## src/rtl/sr_flag_arbiter_if.sv

```systemverilog
// Requester-side command bus for sr_flag_arbiter: one valid/ready/op/idx lane per requester.
// Requesters drive the master modport; the arbiter consumes the slave modport.
interface sr_flag_arbiter_if #(
  parameter int NREQ   = 4,
  parameter int FIDX_W = 3
);
  logic [NREQ-1:0]        req_valid;
  logic [NREQ-1:0]        req_ready;
  logic [2*NREQ-1:0]      req_op;
  logic [FIDX_W*NREQ-1:0] req_idx;

  modport master (output req_valid, output req_op, output req_idx, input req_ready);
  modport slave  (input req_valid, input req_op, input req_idx, output req_ready);
endinterface

```

## src/rtl/sr_flag_arbiter.sv

```systemverilog
// Round-robin shared SR flag bank with error counting for illegal/out-of-range commands.
// Optional macro SR_ARB_TOGGLE_EN turns op 11 into a toggle (JK style) instead of an error.
module sr_flag_arbiter #(
  parameter int NREQ   = 4,
  parameter int NFLAG  = 8,
  parameter int FIDX_W = 3,
  parameter int CNT_W  = 8
) (
  input  logic                                    clk,
  input  logic                                    rst,
  sr_flag_arbiter_if.slave                        req,
  output logic [NFLAG-1:0]                        flags,
  output logic                                    grant_valid,
  output logic [(NREQ > 1 ? $clog2(NREQ) : 1)-1:0] grant_id,
  output logic                                    err_sticky,
  output logic [CNT_W-1:0]                        err_cnt
);

  localparam int ID_W = (NREQ > 1) ? $clog2(NREQ) : 1;
  localparam logic [FIDX_W:0] NFLAG_V = NFLAG[FIDX_W:0];

  logic [ID_W-1:0]   ptr;
  logic [ID_W-1:0]   winner;
  logic              found;
  logic              transfer;
  logic [1:0]        sel_op;
  logic [FIDX_W-1:0] sel_idx;
  logic              in_range;
  logic              err_event;
  logic [NFLAG-1:0]  flags_nxt;

  // Search starts at ptr and wraps, so the most recently served requester goes last.
  always_comb begin
    found  = 1'b0;
    winner = '0;
    for (int k = 0; k < NREQ; k++) begin
      if (!found && req.req_valid[(int'(ptr) + k) % NREQ]) begin
        found  = 1'b1;
        winner = ID_W'((int'(ptr) + k) % NREQ);
      end
    end
  end

  always_comb begin
    req.req_ready = '0;
    if (found && !rst) req.req_ready[winner] = 1'b1;
  end

  assign transfer = found & ~rst;
  assign sel_op   = req.req_op[2*winner +: 2];
  assign sel_idx  = req.req_idx[FIDX_W*winner +: FIDX_W];
  assign in_range = ({1'b0, sel_idx} < NFLAG_V);

  // Out-of-range and illegal op in the same command still count as one error.
  always_comb begin
    flags_nxt = flags;
    err_event = 1'b0;
    if (transfer) begin
      if (!in_range) begin
        err_event = 1'b1;
      end else begin
        case (sel_op)
          2'b01:   flags_nxt[sel_idx] = 1'b0;
          2'b10:   flags_nxt[sel_idx] = 1'b1;
`ifdef SR_ARB_TOGGLE_EN
          2'b11:   flags_nxt[sel_idx] = ~flags[sel_idx];
`else
          2'b11:   err_event = 1'b1;
`endif
          default: flags_nxt = flags;
        endcase
      end
    end
  end

  always_ff @(posedge clk) begin
    if (rst) begin
      flags       <= '0;
      ptr         <= '0;
      grant_valid <= 1'b0;
      grant_id    <= '0;
      err_sticky  <= 1'b0;
      err_cnt     <= '0;
    end else begin
      flags       <= flags_nxt;
      grant_valid <= transfer;
      if (transfer) begin
        grant_id <= winner;
        ptr      <= (winner == ID_W'(NREQ - 1)) ? '0 : winner + ID_W'(1);
      end
      if (err_event) begin
        err_sticky <= 1'b1;
        if (err_cnt != {CNT_W{1'b1}}) err_cnt <= err_cnt + CNT_W'(1);
      end
    end
  end

endmodule
```

## src/flat_wrapper.sv

```systemverilog
// flat-port wrapper written by rule: the top's interface ports become plain ports
module sr_flag_arbiter_flat 
#(
  parameter int NREQ   = 4,
  parameter int NFLAG  = 8,
  parameter int FIDX_W = 3,
  parameter int CNT_W  = 8
)
  (clk, rst, flags, grant_valid, grant_id, err_sticky, err_cnt, req_req_valid, req_req_op, req_req_idx, req_req_ready);
  sr_flag_arbiter_if #(.NREQ(NREQ), .FIDX_W(FIDX_W)) req_i ();
  input  logic clk;
  input  logic rst;
  output logic [NFLAG-1:0] flags;
  output logic grant_valid;
  output logic [(NREQ > 1 ? $clog2(NREQ) : 1)-1:0] grant_id;
  output logic err_sticky;
  output logic [CNT_W-1:0] err_cnt;
  input wire logic [$bits(req_i.req_valid)-1:0] req_req_valid;
  input wire logic [$bits(req_i.req_op)-1:0] req_req_op;
  input wire logic [$bits(req_i.req_idx)-1:0] req_req_idx;
  output wire logic [$bits(req_i.req_ready)-1:0] req_req_ready;
  assign req_i.req_valid = req_req_valid;
  assign req_i.req_op = req_req_op;
  assign req_i.req_idx = req_req_idx;
  assign req_req_ready = req_i.req_ready;
  sr_flag_arbiter #(.NREQ(NREQ), .NFLAG(NFLAG), .FIDX_W(FIDX_W), .CNT_W(CNT_W)) u_core (.clk(clk), .rst(rst), .req(req_i), .flags(flags), .grant_valid(grant_valid), .grant_id(grant_id), .err_sticky(err_sticky), .err_cnt(err_cnt));
endmodule
```

## config.mk

```make
export PLATFORM = sky130hd
export DESIGN_NAME = sr_flag_arbiter_flat
export DESIGN_NICKNAME = d
export VERILOG_FILES = /design/src/rtl/sr_flag_arbiter_if.sv /design/src/rtl/sr_flag_arbiter.sv /design/src/flat_wrapper.sv
export SDC_FILE = /design/constraint.sdc
export NUM_CORES = 1
export LEC_CHECK = 0
export ABC_AREA = 1
export CORE_MARGIN = 8
export CORE_UTILIZATION = 49
export CTS_BUF_LIST = sky130_fd_sc_hd__clkbuf_2 sky130_fd_sc_hd__clkbuf_4 sky130_fd_sc_hd__clkbuf_8
export DETAILED_ROUTE_END_ITERATION = 7
export PLACE_DENSITY = 0.82
export REMOVE_ABC_BUFFERS = 1
export SYNTH_ARGS = -nofsm -noshare
export SYNTH_HDL_FRONTEND = slang
export SYNTH_SLANG_ARGS = --single-unit
```

## constraint.sdc

```tcl
create_clock -name clk -period 2.9 [get_ports clk]
set_input_delay 0.29 -clock clk [delete_from_list [all_inputs] [get_ports clk]]
set_output_delay 0.29 -clock clk [all_outputs]
set_load 0.01 [all_outputs]
```

Word level (Yosys, flattened, before mapping)
Index checks and enable logic that the tools add are counted.

Memories kept: 0. Bits of input ports: 26. Memory bits (read-only): 0. Latch bits: 0. Register bits after elaboration: 22. Bits in writable memories: 0. Logic and storage cells: 79.

Shifts and indexed selects: 2. Reductions and logical operators: 16. Multipliers: 1. Add/subtract/negate cells: 5. Bitwise gates (word level): 8. Mux-type cells: 28. Eq/ne operators: 5. Magnitude comparators: 8. Div/mod/pow operators: 0.

Operator list (count): less-than comparator 3 x 4 -> 1 bit, second input constant (4); case mux 8 bit (2 select lines) (1); 2-to-1 mux 1 bit (15); indexed part select 12 x 5 -> 3 bit (1); 2-to-1 mux 2 bit (5); adder 8 x 1 -> 8 bit, second input constant (1); AND 8 bit (1); binary-select mux 1 bit (select 2 bit) (4); inequality test 8 bit, second input constant (1); inverter 8 bit (1); bitwise OR 8 bit (1); indexed part select 8 x 4 -> 2 bit (1); == test 2 bit, second input constant (3); logical AND 1 bit (6); less-than comparator 2 x 3 -> 1 bit, second input constant (2); OR reduction 2 bit (3); adder 2 x 1 -> 2 bit, second input constant (2); adder 2 bit, second input constant (2); logical NOT 1 bit (4); multiplier 2 x 2 -> 4 bit, first input constant (1); 2-to-1 mux 4 bit (1); AND reduction 2 bit (2); AND 1 bit, first input constant (3); demux 1 bit (select 3 bit) (1); other kinds (7) (7).

Logic depth before layout (Yosys ltp)
Word-level depth: 23. Gate-level depth with buffers: 24. Mapped depth without buffers: 22.

Least setup slack after synthesis
No wires, ideal clock.

Path kind: register -> register. Start point: register u_core.ptr[0]. End point: register with a tool-made name. Stages on the path, launching flop included: 21. Slack: 0.320 ns. Library setup time: 0.115 ns. Arrival time: 2.465 ns. Path through: dfxtp_1 > buf_6 > inv_8 > nand2_1 > nand3_1 > nand2_2 > nor2_4 > nand3_4 > nand3_4 > buf_8 > inv_1 > nand2_1 > a32o_1 > inv_1 > ha_1 > inv_1 > nor2_1 > a21boi_4 > nand3_1 > nand2_1 > nor2_1.

RTL lines: start, declared (line sr_flag_arbiter.sv:22) `logic [ID_W-1:0] ptr;`; start signal, assigned (line sr_flag_arbiter.sv:89) `ptr <= (winner == ID_W'(NREQ - 1)) ? '0 : winner + ID_W'(1);`.

==> results.toml <==
[status]
run_status = "finished clean"

[sta]
relSlewSlack = 0.8428
tns_ns = 0
report.final.setup_viol = 0
worst_slack_ns = 0.3047
period_share = 0.8949
maxSlewViolCount = 0
clock.fmax_mhz = 385.3
fin_worst_skew_ns = 0.001459
final_hold_viol_count = 0
worstMarginPinSlew_ns = 0.2340
grt_setup_unrepaired = "no"
period_minus_slack_ns = 2.595

[clock_tree]
cts_tree = "built"
h-tree-depth = 1
cts.sinks = 22
clk_pin_slew_worst_paths_ns = 0.12
cts_buffers = 3
insertion_delay_ns = 0.31
ctsRootBufferMaster = "clkbuf_4"
clock_path_buffers = 2
cts_hold_buffers = 0

[global_route]
grt_pass1_wl_microns = 7576
antenna_found_initial = 0
grt_usage = 0.1695
grt-ovfl-total = 0
grt_max_degree = 19
grt_pass1_vias = 1726

[yosys]
synthTopCellsByArea = "dfxtp_1 (26%), nand2_1 (16%), inv_1 (7.5%)"
yosysMostFrequentCell = "nand2_1"
syn_area_per_cell_sq_um = 6.349
ys_seq_elements = 22
synthCells = 268
async_flop_share = 0
synth_common_cells = "nand2_1 (74), inv_1 (34), nor2_1 (28), nand3_1 (24), dfxtp_1 (22)"
synth_edf_count = 0
synth_top_area_cell = "dfxtp_1"
syn-cell-area_sq_um = 1702
synth_cell_types = 29
synth_ff_type = "dfxtp_1"
ys_seq_area_frac = 0.2588
yosysWarningCount = 0
synth_top_area_frac = 0.2588

[power_and_ir_drop]
powerDensity_nw_per_um2 = 1193
p_leak_nw = 1.112
finalPower_mw = 2.768
ir_drop_mv = 0.6201

[setup_path]
r2r-start = "u_core.ptr[0]"
start_kind = "register"
critPathKind = "register to register"
rrSetupSlack_ns = 0.30
crit_arrival_ns = 2.82
cp_max_fo = 10
reg2regPathDepth = 19
required_ns = 3.12
end_kind = "register"

[floorplan]
fp.dieArea_sq_um = 5615
core_area_sq_um = 3337
die-height_microns = 74.93
die_x_microns = 74.93
start_util = 0.5099
io_pins = 50
std_cell_rows = 21

[min_path]
whs_path_depth = 2
hold_path.class = "register to register"

[drt]
via_per_inst = 4.868
ant_nets = 0
route.detailed.drc = 0
drt-total-wl_microns = 4548
drtIter0Drc = 105
num_vias = 1801
drtPass1Iterations = 4
wl_per_cell_microns = 12.29

[placed_design]
dp_slack_ns = -0.06394
io_buffers = 49
hpwlAfterDp_microns = 3643
place_area_sq_um = 2270
place_congestion = 0.9140

[final_layout]
final_cell_area_sq_um = 2321
nets = 358
diodes = 0
utilization = 0.6955
layout-drive-gt1-share = 0.1543
area_growth_pct = 36.40

[flow_run]
maxCapViolCount = 0
worst max-delay path, stage by stage (launching register included):
cell      delay (ns)
dfxtp_4         0.46
inv_8           0.06
nand2_1         0.05
nand2_1         0.06
nand2_1         0.10
nand2_2         0.07
nor2_4          0.15
nand3_1         0.08
nand3_1         0.09
nand2_2         0.10
a21oi_1         0.13
a32o_1          0.13
inv_1           0.05
ha_1            0.27
inv_1           0.04
nor2_2          0.15
a21boi_4        0.28
nand3_1         0.10
nand2_1         0.07
nor2_1          0.04
cell usage in the layout (no fill, tap or decap), drive strengths merged:
cell type | synthesis | layout
nand2 | 87 | 87
clkdlybuf4s50 | 0 | 45
inv | 41 | 41
nand3 | 32 | 32
nor2 | 31 | 31
dfxtp | 22 | 22
a21oi | 14 | 14
nand4 | 11 | 11
buf | 6 | 10
o21ai | 8 | 8
ha | 7 | 7
clkbuf | 1 | 3
dlygate4sd2 | 0 | 3
clkinv | 1 | 1
a32o | 1 | 1
a21boi | 1 | 1
a211oi | 1 | 1
nor3 | 1 | 1
and3 | 1 | 1
a22o | 1 | 1
o21a | 1 | 1
bufinv | 0 | 1
dlymetal6s2s | 0 | 1
how the worst max path moves through the flow:
stage                     startpoint          endpoint  slack, ns  depth (start not counted)
detailed placement  req_req_valid[1]          register      -0.06                         20
global placement    req_req_valid[1]          register      -0.04                         19
finish                 u_core.ptr[0]          register       0.30                         19
CTS                    u_core.ptr[0]  req_req_ready[2]       0.03                         13
global route           u_core.ptr[0]          register       0.01                         20
floorplan              u_core.ptr[0]          register       0.12                         17
stage by stage:
stage          hold slack (ns)  std cells
4_1_cts                 0.4935        371
3_5_place_dp            0.4717        367
3_3_place_gp            0.4625        367
5_1_grt                 0.5141        370
6_report                0.4900        370
2_1_floorplan           0.3591        261
report_power, final:
group	internal, mW	switching [mW]	total [mW]
Combinational	0.821	1.25	2.07
Sequential	0.393	0.0704	0.464
Clock	0.140	0.0968	0.237
per-layer routing:
| layer | up-vias | track usage | wire length, microns | share of wire |
|---|---|---|---|---|
| li1 | 966 | - | - | - |
| met1 | 776 | 0.2043 | 2052 | 0.45 |
| met3 | 8 | 0.03862 | 281 | 0.062 |
| met4 | 0 | 0.04348 | 50 | 0.011 |
| met2 | 51 | 0.2927 | 2164 | 0.48 |
| met5 | - | 0 | 0 | 0 |
cells by family after synthesis:
kind of cell / after synthesis / synth area share
AND/OR/NAND/NOR: 163 / 0.4603
buffers and inverters: 49 / 0.1338
AO/OA/AOI/OAI: 27 / 0.09560
flip-flops: 22 / 0.2588
adder cells (fa/ha/maj): 7 / 0.05147
final cells by class:
class	instances	area (sq um)
Tap cell	46	57.56
Fill cell	295	1016
Inverter	42	165.2
Clock inverter	1	30.03
Clock buffer	3	22.52
Sequential cell	22	445.4
Multi-Input combinational cell	197	1036
Timing Repair Buffer	59	564.3
timing repair:
item,4_1_cts,5_1_grt
buffers inserted,0,0
pin swaps,0,1
cloned,0,0
gates resized for setup,6,3
endpoints found under the setup margin,4,9
Note: power is estimated with default switching activity, not from simulation.
